==> src/rtl/unary_deshift_counter.sv <==
// unary_deshift_counter
//   Collects a window of N shift-qualified serial bits. It counts the ones in
//   the window and keeps the raw bits. The result is then held until the
//   consumer accepts it with a valid/ready handshake.
//
// Ports
//   clk          in   clock; all state changes on the rising edge
//   reset        in   asynchronous, active-high reset
//   start        in   request to open a new window (IDLE, or HOLD with handshake)
//   in           in   serial unary bit
//   shift        in   qualifies in as valid this cycle
//   busy         out  high while a window is collecting
//   count        out  number of ones in the completed window (W bits)
//   bits         out  raw window bits; first received at bits[0], last at bits[N-1]
//   count_valid  out  count and bits are valid and held
//   count_ready  in   consumer accepts the result
//   drop_err     out  sticky: a shift arrived outside COLLECT
//
// All outputs come straight from flops.
module unary_deshift_counter #(
  parameter  int N = 16,
  localparam int W = $clog2(N + 1)
) (
  input  logic         clk,
  input  logic         reset,
  input  logic         start,
  input  logic         in,
  input  logic         shift,
  output logic         busy,
  output logic [W-1:0] count,
  output logic [N-1:0] bits,
  output logic         count_valid,
  input  logic         count_ready,
  output logic         drop_err
);

  typedef enum logic [1:0] {
    IDLE    = 2'd0,
    COLLECT = 2'd1,
    HOLD    = 2'd2
  } state_t;

  state_t         state_q, state_d;
  logic [W-1:0]   ones_q, ones_d;
  logic [W-1:0]   pos_q, pos_d;
  logic [N-1:0]   bits_q, bits_d;
  logic           drop_q, drop_d;
  logic           busy_q, busy_d;
  logic           valid_q, valid_d;

  always_comb begin
    state_d = state_q;
    ones_d  = ones_q;
    pos_d   = pos_q;
    bits_d  = bits_q;
    drop_d  = drop_q;

    case (state_q)
      IDLE: begin
        // A shift coinciding with an accepted start is ignored, not flagged.
        if (start) begin
          state_d = COLLECT;
          ones_d  = '0;
          pos_d   = '0;
          bits_d  = '0;
          drop_d  = 1'b0;
        end else if (shift) begin
          drop_d = 1'b1;
        end
      end

      COLLECT: begin
        if (shift) begin
          bits_d = {in, bits_q[N-1:1]};
          ones_d = ones_q + W'(in);
          pos_d  = pos_q + W'(1);
          // The edge accepting the Nth bit lands directly in HOLD.
          if (pos_q == W'(N - 1)) begin
            state_d = HOLD;
          end
        end
      end

      HOLD: begin
        if (count_ready && start) begin
          // Back-to-back: skip IDLE entirely.
          state_d = COLLECT;
          ones_d  = '0;
          pos_d   = '0;
          bits_d  = '0;
          drop_d  = 1'b0;
        end else begin
          if (count_ready) begin
            state_d = IDLE;
          end
          if (shift) begin
            drop_d = 1'b1;
          end
        end
      end

      default: begin
        state_d = IDLE;
      end
    endcase

    busy_d  = (state_d == COLLECT);
    valid_d = (state_d == HOLD);
  end

  always_ff @(posedge clk or posedge reset) begin
    if (reset) begin
      state_q <= IDLE;
      ones_q  <= '0;
      pos_q   <= '0;
      bits_q  <= '0;
      drop_q  <= 1'b0;
      busy_q  <= 1'b0;
      valid_q <= 1'b0;
    end else begin
      state_q <= state_d;
      ones_q  <= ones_d;
      pos_q   <= pos_d;
      bits_q  <= bits_d;
      drop_q  <= drop_d;
      busy_q  <= busy_d;
      valid_q <= valid_d;
    end
  end

  assign busy        = busy_q;
  assign count       = ones_q;
  assign bits        = bits_q;
  assign count_valid = valid_q;
  assign drop_err    = drop_q;

endmodule

==> config.mk <==
export PLATFORM = sky130hd
export DESIGN_NAME = unary_deshift_counter
export DESIGN_NICKNAME = d
export VERILOG_FILES = /design/src/rtl/unary_deshift_counter.sv
export SDC_FILE = /design/constraint.sdc
export NUM_CORES = 1
export LEC_CHECK = 0
export ABC_AREA = 1
export CELL_PAD_IN_SITES_DETAIL_PLACEMENT = 0
export CELL_PAD_IN_SITES_GLOBAL_PLACEMENT = 1
export CORE_UTILIZATION = 37
export CTS_CLUSTER_SIZE = 16
export DETAILED_ROUTE_END_ITERATION = 10
export PLACE_DENSITY_LB_ADDON = 0.1
export SLEW_MARGIN = 20
export SYNTH_ARGS = -nofsm -noshare
export SYNTH_HDL_FRONTEND = slang
export SYNTH_SLANG_ARGS = --single-unit
==> constraint.sdc <==
create_clock -name clk -period 1.7 [get_ports clk]
set_clock_uncertainty 0.15 [all_clocks]
set_input_delay 0.51 -clock clk [delete_from_list [all_inputs] [get_ports clk]]
set_output_delay 0.51 -clock clk [all_outputs]
set_load 0.02 [all_outputs]
Yosys cells after proc, flatten, opt, wreduce, memory -nomap -nowiden --
Index checks and enable logic that the tools add are counted.
Cells by class: $add $sub $neg 2, multiply operators 0, divide/modulo/power cells 0, magnitude comparators 0, equality and inequality tests 8, shift operators 0, mux-type cells 20, bitwise logic cells 0, reductions and logical operators 5
Operators by type and width (number):
- two-way mux 16 bit | 3
- case mux 16 bit (3 select lines) | 1
- case mux 5 bit (3 select lines) | 2
- two-way mux 5 bit | 4
- two-way mux 2 bit | 5
- inequality test 2 bit, second input constant | 3
- case mux 2 bit (3 select lines) | 1
- adder 5 x 1 -> 5 bit | 1
- adder 5 x 1 -> 5 bit, second input constant | 1
- == test 5 x 4 -> 1 bit, second input constant | 1
- == test 2 x 1 -> 1 bit, second input constant | 2
- == test 2 bit, second input constant | 2
- AND reduction 4 bit | 1
- two-way mux 1 bit | 3
- nonzero test 3 bit | 1
- logical NOT 2 bit | 1
- case mux 1 bit (2 select lines) | 1
- nonzero test 2 bit | 1
- logical AND 1 bit | 1
Word-level totals: flip-flop bits (word level) 31, latch bits 0, memory bits (writable) 0, bits in read-only memories 0, bits of input ports 6, output and inout bits 24, memories 0

Depth between registers and ports, before layout --
Gate-level depths: netlist of run 1.
depth in word-level cells 5, mapped depth 8, gate-level depth less buffers 7

Worst setup path after synthesis of run 1 --
Ideal clock, no wire load.
path type input port to flip-flop, start in in, end reg ones_q[2] (netlist: count[2]), arrival time 1.259 ns, required time 1.485 ns, slack 0.225 ns, cell stages on the path 6, cell sequence ha_1 ha_1 nand2_1 nor3b_1 nand2_1 nand2_1
On the way: longest elaborated chain between the ends 3
Ends and longest elaborated chain:
- start, declared | RTL line 27 | input logic in,
- adder 5 x 1 -> 5 bit | RTL line 75 | ones_d = ones_q + W'(in);
- two-way mux 5 bit | RTL line 73 | if (shift) begin
- case mux 5 bit (3 select lines) | RTL line 58 | case (state_q)
- end signal, assigned | RTL line 122 | ones_q <= ones_d;
- end, declared | RTL line 44 | logic [W-1:0] ones_q, ones_d;
Every way passes these cells. The select of a mux whose other input is x is not followed. A chain may end at the register's enable or synchronous reset.

Final worst setup path of run 1 --
start reg bits_q[2] (netlist: bits[2]), end out bits[2]
RTL lines:
- start, declared | RTL line 46 | logic [N-1:0] bits_q, bits_d;
- start signal, assigned | RTL line 124 | bits_q <= bits_d;
- end, declared | RTL line 31 | output logic [N-1:0] bits,
No word-level cell between the ends.

==> results of run 1 <==
==> flip-flops by register name, indices dropped and copies added, names as in the netlist <==
register and count:
bits 16, count 5, state_q 2, busy 1, count_valid 1, pos_q 5
drop_err 1
==> cells in the final DEF (no fill, tap or decap), drive strengths merged <==
cell	n
nand2	65
buf	19
nor3b	2
nor2	14
clkdlybuf4s50	3
dfrtp	31
nand3	26
nand4	3
a22oi	2
dlymetal6s2s	2
o21ai	5
clkbuf	9
ha	4
inv	13
dlygate4sd2	21
clkdlybuf4s15	2
o22ai	2
==> final timing paths <==
kind                                      start                    to  depth (start not counted)
max reg2reg                pos_q[0]$_DFFE_PP0P_        busy$_DFF_PP0_                          7
min in group asynchronous                 reset  state_q[0]$_DFF_PP0_                          3
min                         bits[0]$_DFFE_PP0P_   bits[0]$_DFFE_PP0P_                          2
max in group asynchronous                 reset   bits[6]$_DFFE_PP0P_                          3
max                         bits[2]$_DFFE_PP0P_               bits[2]                          1
min reg2reg                 bits[0]$_DFFE_PP0P_   bits[0]$_DFFE_PP0P_                          2
==> per-stage QoR <==
step	util	total power (uW)	setup TNS (ps)	hold WS (ps)	setup WS (ps)
2_1_floorplan	-	2070	0	324	225
3_3_place_gp	0.506	2700	-8450	319	-393
3_5_place_dp	0.506	2730	-9930	323	-470
4_1_cts	0.535	3270	0	335	15.3
5_1_grt	0.549	3530	0	385	3.48
6_report	0.549	3290	0	330	30.8
==> power by group through the flow <==
stage / Sequential (uW) / Combinational, uW / Clock, uW
6_report: 1230 / 1420 / 642
3_3_place_gp: 1230 / 1480 / 0
5_1_grt: 1270 / 1580 / 687
3_5_place_dp: 1240 / 1490 / 0
4_1_cts: 1220 / 1390 / 658
2_1_floorplan: 1500 / 562 / 0
==> routing by layer <==
metal	track usage	part of all wire	vias to the layer above
met2	0.304	0.46	19
met3	0.0434	0.036	4
met1	0.233	0.48	628
met5	0	0	-
li1	-	-	651
met4	0.0978	0.015	0
==> area by class of cell <==
type / count / area, um^2
flip-flops and latches: 31 / 776
inverters: 13 / 48.8
fillers: 373 / 1690
clock buffers: 8 / 100
repair buffers: 48 / 432
well taps: 48 / 60.1
multi-input cells: 123 / 641
==> kinds of logic (layout without fill, tap and decap cells) <==
logic type,Yosys count,in the layout
AOI/OAI and AO/OA,9,9
and+or+nand+nor,108,110
buffers and inverters,20,69
DFF,31,31
adders and majority gates,4,4
==> what timing repair did <==
item / 4_1_cts / 5_1_grt
gates cloned: 1 / 1
gates resized for setup: 30 / 9
buffers inserted: 1 / 3
setup endpoints to repair: 48 / 26
pin swaps: 2 / 3
==> worst register-to-register path, delay by kind of cell, from the launching register on <==
kind / cells / cell delay (ps)
adders and majority gates: 2 / 400
and+or+nand+nor: 4 / 310
DFF: 1 / 420
AOI/OAI and AO/OA: 1 / 160
==> results.toml, run 1 <==
[sta]
hold_viol = 0
rsz0062_at_grt = "no"
maxSlewHeadroom = 0.843
tightest_slew_ps = 235
max_freq_ghz = 0.599
finalMaxSlewViolations = 0
fin_crit_sh = 0.982
setup_violations = 0
period_needed_ps = 1670

[cts]
cts_tree = "yes"
path_clk_slew_ps = 70
cts.sinks = 31
cts_buffers = 5
clockBufferDepth = 2
cts-hold-fix-buffers = 0
clk_latency_ps = 280
clockRootBuffer = "clkbuf_8"
htree_levels = 2

[setup_path]
cpPeakStageDelay_ps = 400
critPathMaxFanout = 3
critPathArrivalTime_ps = 1010
critPathRequiredTime_ps = 1040
r2r_setup_slack_ps = 190
end_kind = "output port"
critPathBufInv = 1
crit_type = "flop to output port"
crit_chain = "dlygate4sd2_1"
crit_path_start_kind = "flop"
cp_slowest_cell = "dfrtp_1"
crit_family = "flip-flops"

[synth]
synthXorXnorAreaFrac = 0
synth_compound_area_frac = 0.0355
ys_seq_area_frac = 0.524
syn_nets = 182
ys_top_cells_by_count = "nand2_1 (61), dfrtp_1 (31), nand3_1 (26)"
muxShareOfSynthArea = 0
synth_edf_count = 0
yosysMostFrequentCell = "nand2_1"
yosys_register_bits = 31
synth_warnings = 0
synth_largest_area_cell = "dfrtp_1"
synth_cells = 172
synth_top_family_by_area = "simple AND/OR/NAND/NOR gates"
synth_area_per_cell_um2 = 8.61
synth_ff_type = "dfrtp_1"
synth_adder_area_share = 0.0338
synth_area_leaders = "dfrtp_1 (52%), nand2_1 (15%), nand3_1 (8.8%)"
synth_cell_types = 17
syn_area_mm2 = 0.00148
synthArstFlopShare = 1.00
yosysTopAreaCellShare = 0.524
synthSimpleGateAreaFrac = 0.323

[placement]
gp_congestion = 0.746
placed_area_mm2 = 0.00189
portBuffers = 29
post-dp-hpwl_um = 2060
dp_cells = 257

[status]
status = "finished, final reports clean"

[die]
die_w_um = 65.3
num_rows = 22
ios = 30
initial_core_util = 0.395
core-area_mm2 = 0.00374
dieArea_mm2 = 0.00426
die_y_um = 65.3

[routing]
wl_per_cell_um = 12.9
wl_um = 3490
vias = 1302
drt_iter0_markers = 48
vias_per_cell = 4.80
ant_nets = 0
drt_pass1_iterations = 4
drc = 0

[grt]
grt_first_pass_wirelength_um = 6000
grt_overflow_total = 0
grt_pass1_vias = 1343
grt_util_all_layers = 0.188
grt_antenna_before_repair = 0
grt_max_degree = 32

[pwr]
intPower_uw = 1970
p_switching_uw = 1320
p_comb_frac = 0.431
clkPwrFrac = 0.195
pwr-share-seq = 0.374
power_leakage_uw = 0.00113
vdd_drop_max_mv = 0.794
switching_share = 0.401
p_per_area_mw_per_mm2 = 1600

[min_path]
hp-class = "flop to flop"

[final_layout]
syn2layout_area_growth_pct = 39.0
n_antenna_cell = 0
fin_cells = 271
nets = 232
drive_gt1_frac = 0.184
design_area_mm2 = 0.00206

[job]
maxCapViolations = 0
(Power assumes the default switching activity.)
==> run 2, diff against run 1 <==
--- a/config.mk
+++ b/config.mk
@@ -8,6 +8,7 @@
 export ABC_AREA = 1
 export CELL_PAD_IN_SITES_DETAIL_PLACEMENT = 0
 export CELL_PAD_IN_SITES_GLOBAL_PLACEMENT = 1
+export CORE_MARGIN = 3
 export CORE_UTILIZATION = 37
 export CTS_CLUSTER_SIZE = 16
 export DETAILED_ROUTE_END_ITERATION = 10
==> run 2 against run 1 <==
Utilization is 0.76 points higher; clock power about the same; maximum frequency shrank 0.17%; combinational power up 5%; wire length is 4.7% higher; cell area increased by 2.1%; largest power group unchanged; highest routed layer unchanged.
==> results.toml, run 2 (synthesis results as in run 1) <==
[status]
status = "finished, final reports clean"

[final_layout]
syn2layout_area_growth_pct = 41.9
n_antenna_cell = 0
drive_gt1_frac = 0.196
nets = 233
largest_reg_flops = 16
layout_common_cells = "nand2_1 (61), dfrtp_1 (31), nand3_1 (26)"
design_area_mm2 = 0.00210
post-route-util = 0.557
layout_commonest_cell = "nand2_1"

[routing]
wl_um = 3660
ant_nets = 0
wl_met1_um = 1710
wl_met2_um = 1740
routed.top_layer = "met4"
wl_per_cell_um = 13.5
vias_per_cell = 4.89
met3_length_um = 163
drt_iter0_markers = 23
drc = 0
vias = 1330
drt_pass1_iterations = 4

[die]
core-area_mm2 = 0.00377
die_y_um = 69.3
ios = 30
initial_core_util = 0.393
die_w_um = 69.3
dieArea_mm2 = 0.00480
num_rows = 22

[cts]
cts_tree = "yes"
cts_buffers = 5
cts.sinks = 31
clk_latency_ps = 280
clockBufferDepth = 2
path_clk_slew_ps = 60
clockRootBuffer = "clkbuf_8"
htree_levels = 2

[grt]
grt_antenna_before_repair = 0
grt_util_all_layers = 0.165
grt_overflow_total = 0
grt_first_pass_wirelength_um = 6290
grt_pass1_vias = 1356
grt_max_degree = 32

[setup_path]
critPathMaxFanout = 3
critPathBufInv = 1
cp-startpoint = "bits[5]$_DFFE_PP0P_"
cpPeakStageDelay_ps = 400
r2r-start = "pos_q[0]$_DFFE_PP0P_"
crit_type = "flop to output port"
cp_slowest_cell = "dfrtp_1"
crit_chain = "dlygate4sd2_1"
critPathArrivalTime_ps = 1010
crit_path_start_kind = "flop"
critPathRequiredTime_ps = 1040
end_kind = "output port"
crit_family = "flip-flops"

[min_path]
hp-class = "flop to flop"
hold_start = "bits[0]$_DFFE_PP0P_"

[placement]
placed_area_mm2 = 0.00193
portBuffers = 29
post-dp-hpwl_um = 2290
gp_congestion = 0.815

[sta]
finalMaxSlewViolations = 0
timing.hold.ws_ps = 339
fin_crit_sh = 0.984
hold_viol = 0
setup_violations = 0
period_needed_ps = 1670
max_freq_ghz = 0.598
tightest_slew_ps = 347
maxSlewHeadroom = 0.768

[job]
maxCapViolations = 0

[pwr]
vdd_drop_max_mv = 0.763
power_leakage_uw = 0.00113
p_total_uw = 3350
p_per_area_mw_per_mm2 = 1600
run 2: changes by cell type in the layout (fill, tap and decap cells not counted), sizes merged:
cell,previous run,this run
buf,19,20
clkdlybuf4s15,2,6
dlygate4sd2,21,17
run 2: layout make-up:
type	instances	area, um^2
clock buffers	8	100
fillers	339	1670
multi-input cells	123	647
repair buffers	49	469
flip-flops and latches	31	776
well taps	48	60.1
inverters	13	48.8
run 2: final timing paths:
path,endpoint,slack (ps),depth (start not counted)
max in group asynchronous,bits[14]$_DFFE_PP0P_,810,3
min in group asynchronous,pos_q[4]$_DFFE_PP0P_,420,3
worst max-delay path,bits[5],30,1
worst max register to register,busy$_DFF_PP0_,190,7
worst min register to register,bits[0]$_DFFE_PP0P_,340,2
worst min-delay path,bits[0]$_DFFE_PP0P_,340,2
run 2: per-layer routing:
metal,global-route usage,vias to the layer above
met5,0,-
met4,0.0716,0
met3,0.0507,5
met2,0.263,26
met1,0.206,639
li1,-,660
run 2: power by group:
| part | total [uW] | internal, uW | switching [uW] | leakage, uW |
|---|---|---|---|---|
| combinational | 1490 | 632 | 859 | 0.000674 |
| clock | 643 | 369 | 274 | 0.0000515 |
| sequential | 1220 | 1020 | 205 | 0.000404 |
| total | 3350 | 2020 | 1340 | 0.00113 |
run 2: what timing repair did:
action | CTS | global route
gates cloned | 1 | 1
endpoints found under the setup margin | 48 | 32
pin swaps | 1 | 3
hold buffers | 0 | 0
gates resized for setup | 29 | 17
setup buffers | 0 | 2
run 2: metrics by stage:
stage                     worst slack [ps]  std cells  setup TNS [ps]
after detailed placement              -455        260           -9270
after CTS                             1.89        269               0
after global routing                -0.268        272          -0.268
final                                 28.0        272               0
after global placement                -388        260           -8400
after floorplan                        225        172               0
==> run 3, diff against run 2 <==
--- a/config.mk
+++ b/config.mk
@@ -9,7 +9,7 @@
 export CELL_PAD_IN_SITES_DETAIL_PLACEMENT = 0
 export CELL_PAD_IN_SITES_GLOBAL_PLACEMENT = 1
 export CORE_MARGIN = 3
-export CORE_UTILIZATION = 37
+export CORE_UTILIZATION = 35
 export CTS_CLUSTER_SIZE = 16
 export DETAILED_ROUTE_END_ITERATION = 10
 export PLACE_DENSITY_LB_ADDON = 0.1
==> run 3 against run 2 <==
First-iteration DRC count grew to 2.7 times the previous value; largest power group unchanged; highest routed layer unchanged; sequential cell count is the same; sequential share of layout area grew 0.27 points; total power shrank 3.2%; largest cell class unchanged; non-clock buffer count shrank 1; cell count grew 0.37%; die area grew 5.2%; utilization shrank 3.9 points.
==> results.toml, run 3 (synthesis results as in run 1) <==
[setup_path]
crit_type = "flop to output port"
crit_path_start_kind = "flop"
crit_family = "flip-flops"
crit_chain = "dlygate4sd2_1"
r2r_setup_slack_ps = 190
cpPeakStageDelay_ps = 400
cp.depth = 1
end_kind = "output port"
critPathRequiredTime_ps = 1040
critPathArrivalTime_ps = 1010
rr_endpoint = "busy$_DFF_PP0_"
critPathMaxFanout = 3
cp_slowest_cell = "dfrtp_1"
r2r-start = "pos_q[0]$_DFFE_PP0P_"
critPathBufInv = 1
rr_worst_depth = 7

[routing]
drt_iter0_markers = 61
vias = 1338
vias_per_cell = 4.90
drc = 0
wl_per_cell_um = 13.3
wl_um = 3630
drt_pass1_iterations = 5
ant_nets = 0

[grt]
grt_busiest_layer = "met2"
grt_overflow_total = 0
grt_max_degree = 32
use_met3 = 0.0597
grt_antenna_before_repair = 0
use_met2 = 0.242
grt_util_all_layers = 0.148
grt_first_pass_wirelength_um = 5730
grt_use_met1 = 0.168
grt_pass1_vias = 1243

[die]
initial_core_util = 0.367
dieArea_mm2 = 0.00505
num_rows = 23
die_w_um = 71.0
ios = 30
die_y_um = 71.0
core-area_mm2 = 0.00403

[sta]
maxSlewHeadroom = 0.755
setup_violations = 0
period_needed_ps = 1670
rsz0062_at_grt = "no"
hold_viol = 0
fin_crit_sh = 0.981
finalMaxSlewViolations = 0
max_freq_ghz = 0.600
timing.hold.ws_ps = 323
tightest_slew_ps = 367
setup_ws_ps = 32.4

[placement]
portBuffers = 29
dp_slack_ps = -484
post-dp-hpwl_um = 2250
gp_congestion = 0.781

[pwr]
intPower_uw = 1930
switching_share = 0.404
p_per_area_mw_per_mm2 = 1560
clkPwrFrac = 0.169
p_comb_frac = 0.454
vdd_drop_max_mv = 0.845
power_leakage_uw = 0.00112
p_switching_uw = 1310
pwr-share-seq = 0.378

[final_layout]
largest_reg_flops = 16
nets = 232
syn2layout_area_growth_pct = 40.9
n_antenna_cell = 0
fill_cells = 385
drive_gt1_frac = 0.184
layout_commonest_cell = "nand2_1"
post-route-util = 0.518
layout_common_cells = "nand2_1 (61), dfrtp_1 (31), nand3_1 (26)"

[job]
maxCapViolations = 0

[min_path]
hold_start = "bits[0]$_DFFE_PP0P_"
min_to = "bits[0]$_DFFE_PP0P_"
hp-class = "flop to flop"
hold_depth = 2

[status]
status = "finished, final reports clean"

[cts]
cts_tree = "yes"
clockRootBuffer = "clkbuf_8"
cts_buffers = 5
cts.sinks = 31
post-cts-setup-buffer-count = 0
htree_levels = 2
path_clk_slew_ps = 70
clockBufferDepth = 2
clk_latency_ps = 280
-- run 3: worst max path at each step --
stage | from | endpoint | slack [ps]
CTS | in | count[2]$_DFFE_PP0P_ | 10
floorplan | in | count[2]$_DFFE_PP0P_ | 230
finish | bits[7]$_DFFE_PP0P_ | bits[7] | 30
global route | count_ready | bits[15]$_DFFE_PP0P_ | 0.1
detailed placement | start | count[4]$_DFFE_PP0P_ | -480
global placement | start | count[4]$_DFFE_PP0P_ | -390
-- run 3: layout make-up --
cell class,instances,area (um^2),share of cell area
flip-flops and latches,31,776,0.372
multi-input cells,123,638,0.306
repair buffers,48,479,0.230
clock buffers,7,76.3,0.0366
well taps,50,62.6,0.0300
inverters,13,48.8,0.0234
clock inverters,1,5.00,0.00240
-- run 3: timing repair --
| item | CTS | global route |
|---|---|---|
| endpoints found under the setup margin | 48 | 34 |
| gates resized for setup | 28 | 18 |
| pin swaps | 1 | 5 |
| cloned | 1 | 3 |
| hold buffers | 0 | 0 |
-- run 3: metal layers --
layer  part of all wire  vias to the layer above
li1                   -                      655
met1               0.46                      644
met2               0.47                       32
met3              0.050                        7
met4              0.016                        0
met5                  0                        -
-- run 3: power by group through the flow --
stage               clock network (uW)  registers (uW)  logic, uW
floorplan                            0            1500        562
global placement                     0            1230       1510
detailed placement                   0            1240       1530
CTS                                568            1220       1390
global route                       607            1260       1630
finish                             547            1230       1470
-- run 3: metrics by stage --
step                      cell area, um^2  total power (uW)  std cells  TNS, ps
after global placement               1910              2740        261    -8590
after floorplan                      1480              2070        172        0
after global routing                 2090              3490        273        0
after CTS                            1980              3180        270        0
final                                2090              3250        273        0
after detailed placement             1910              2760        261   -10070
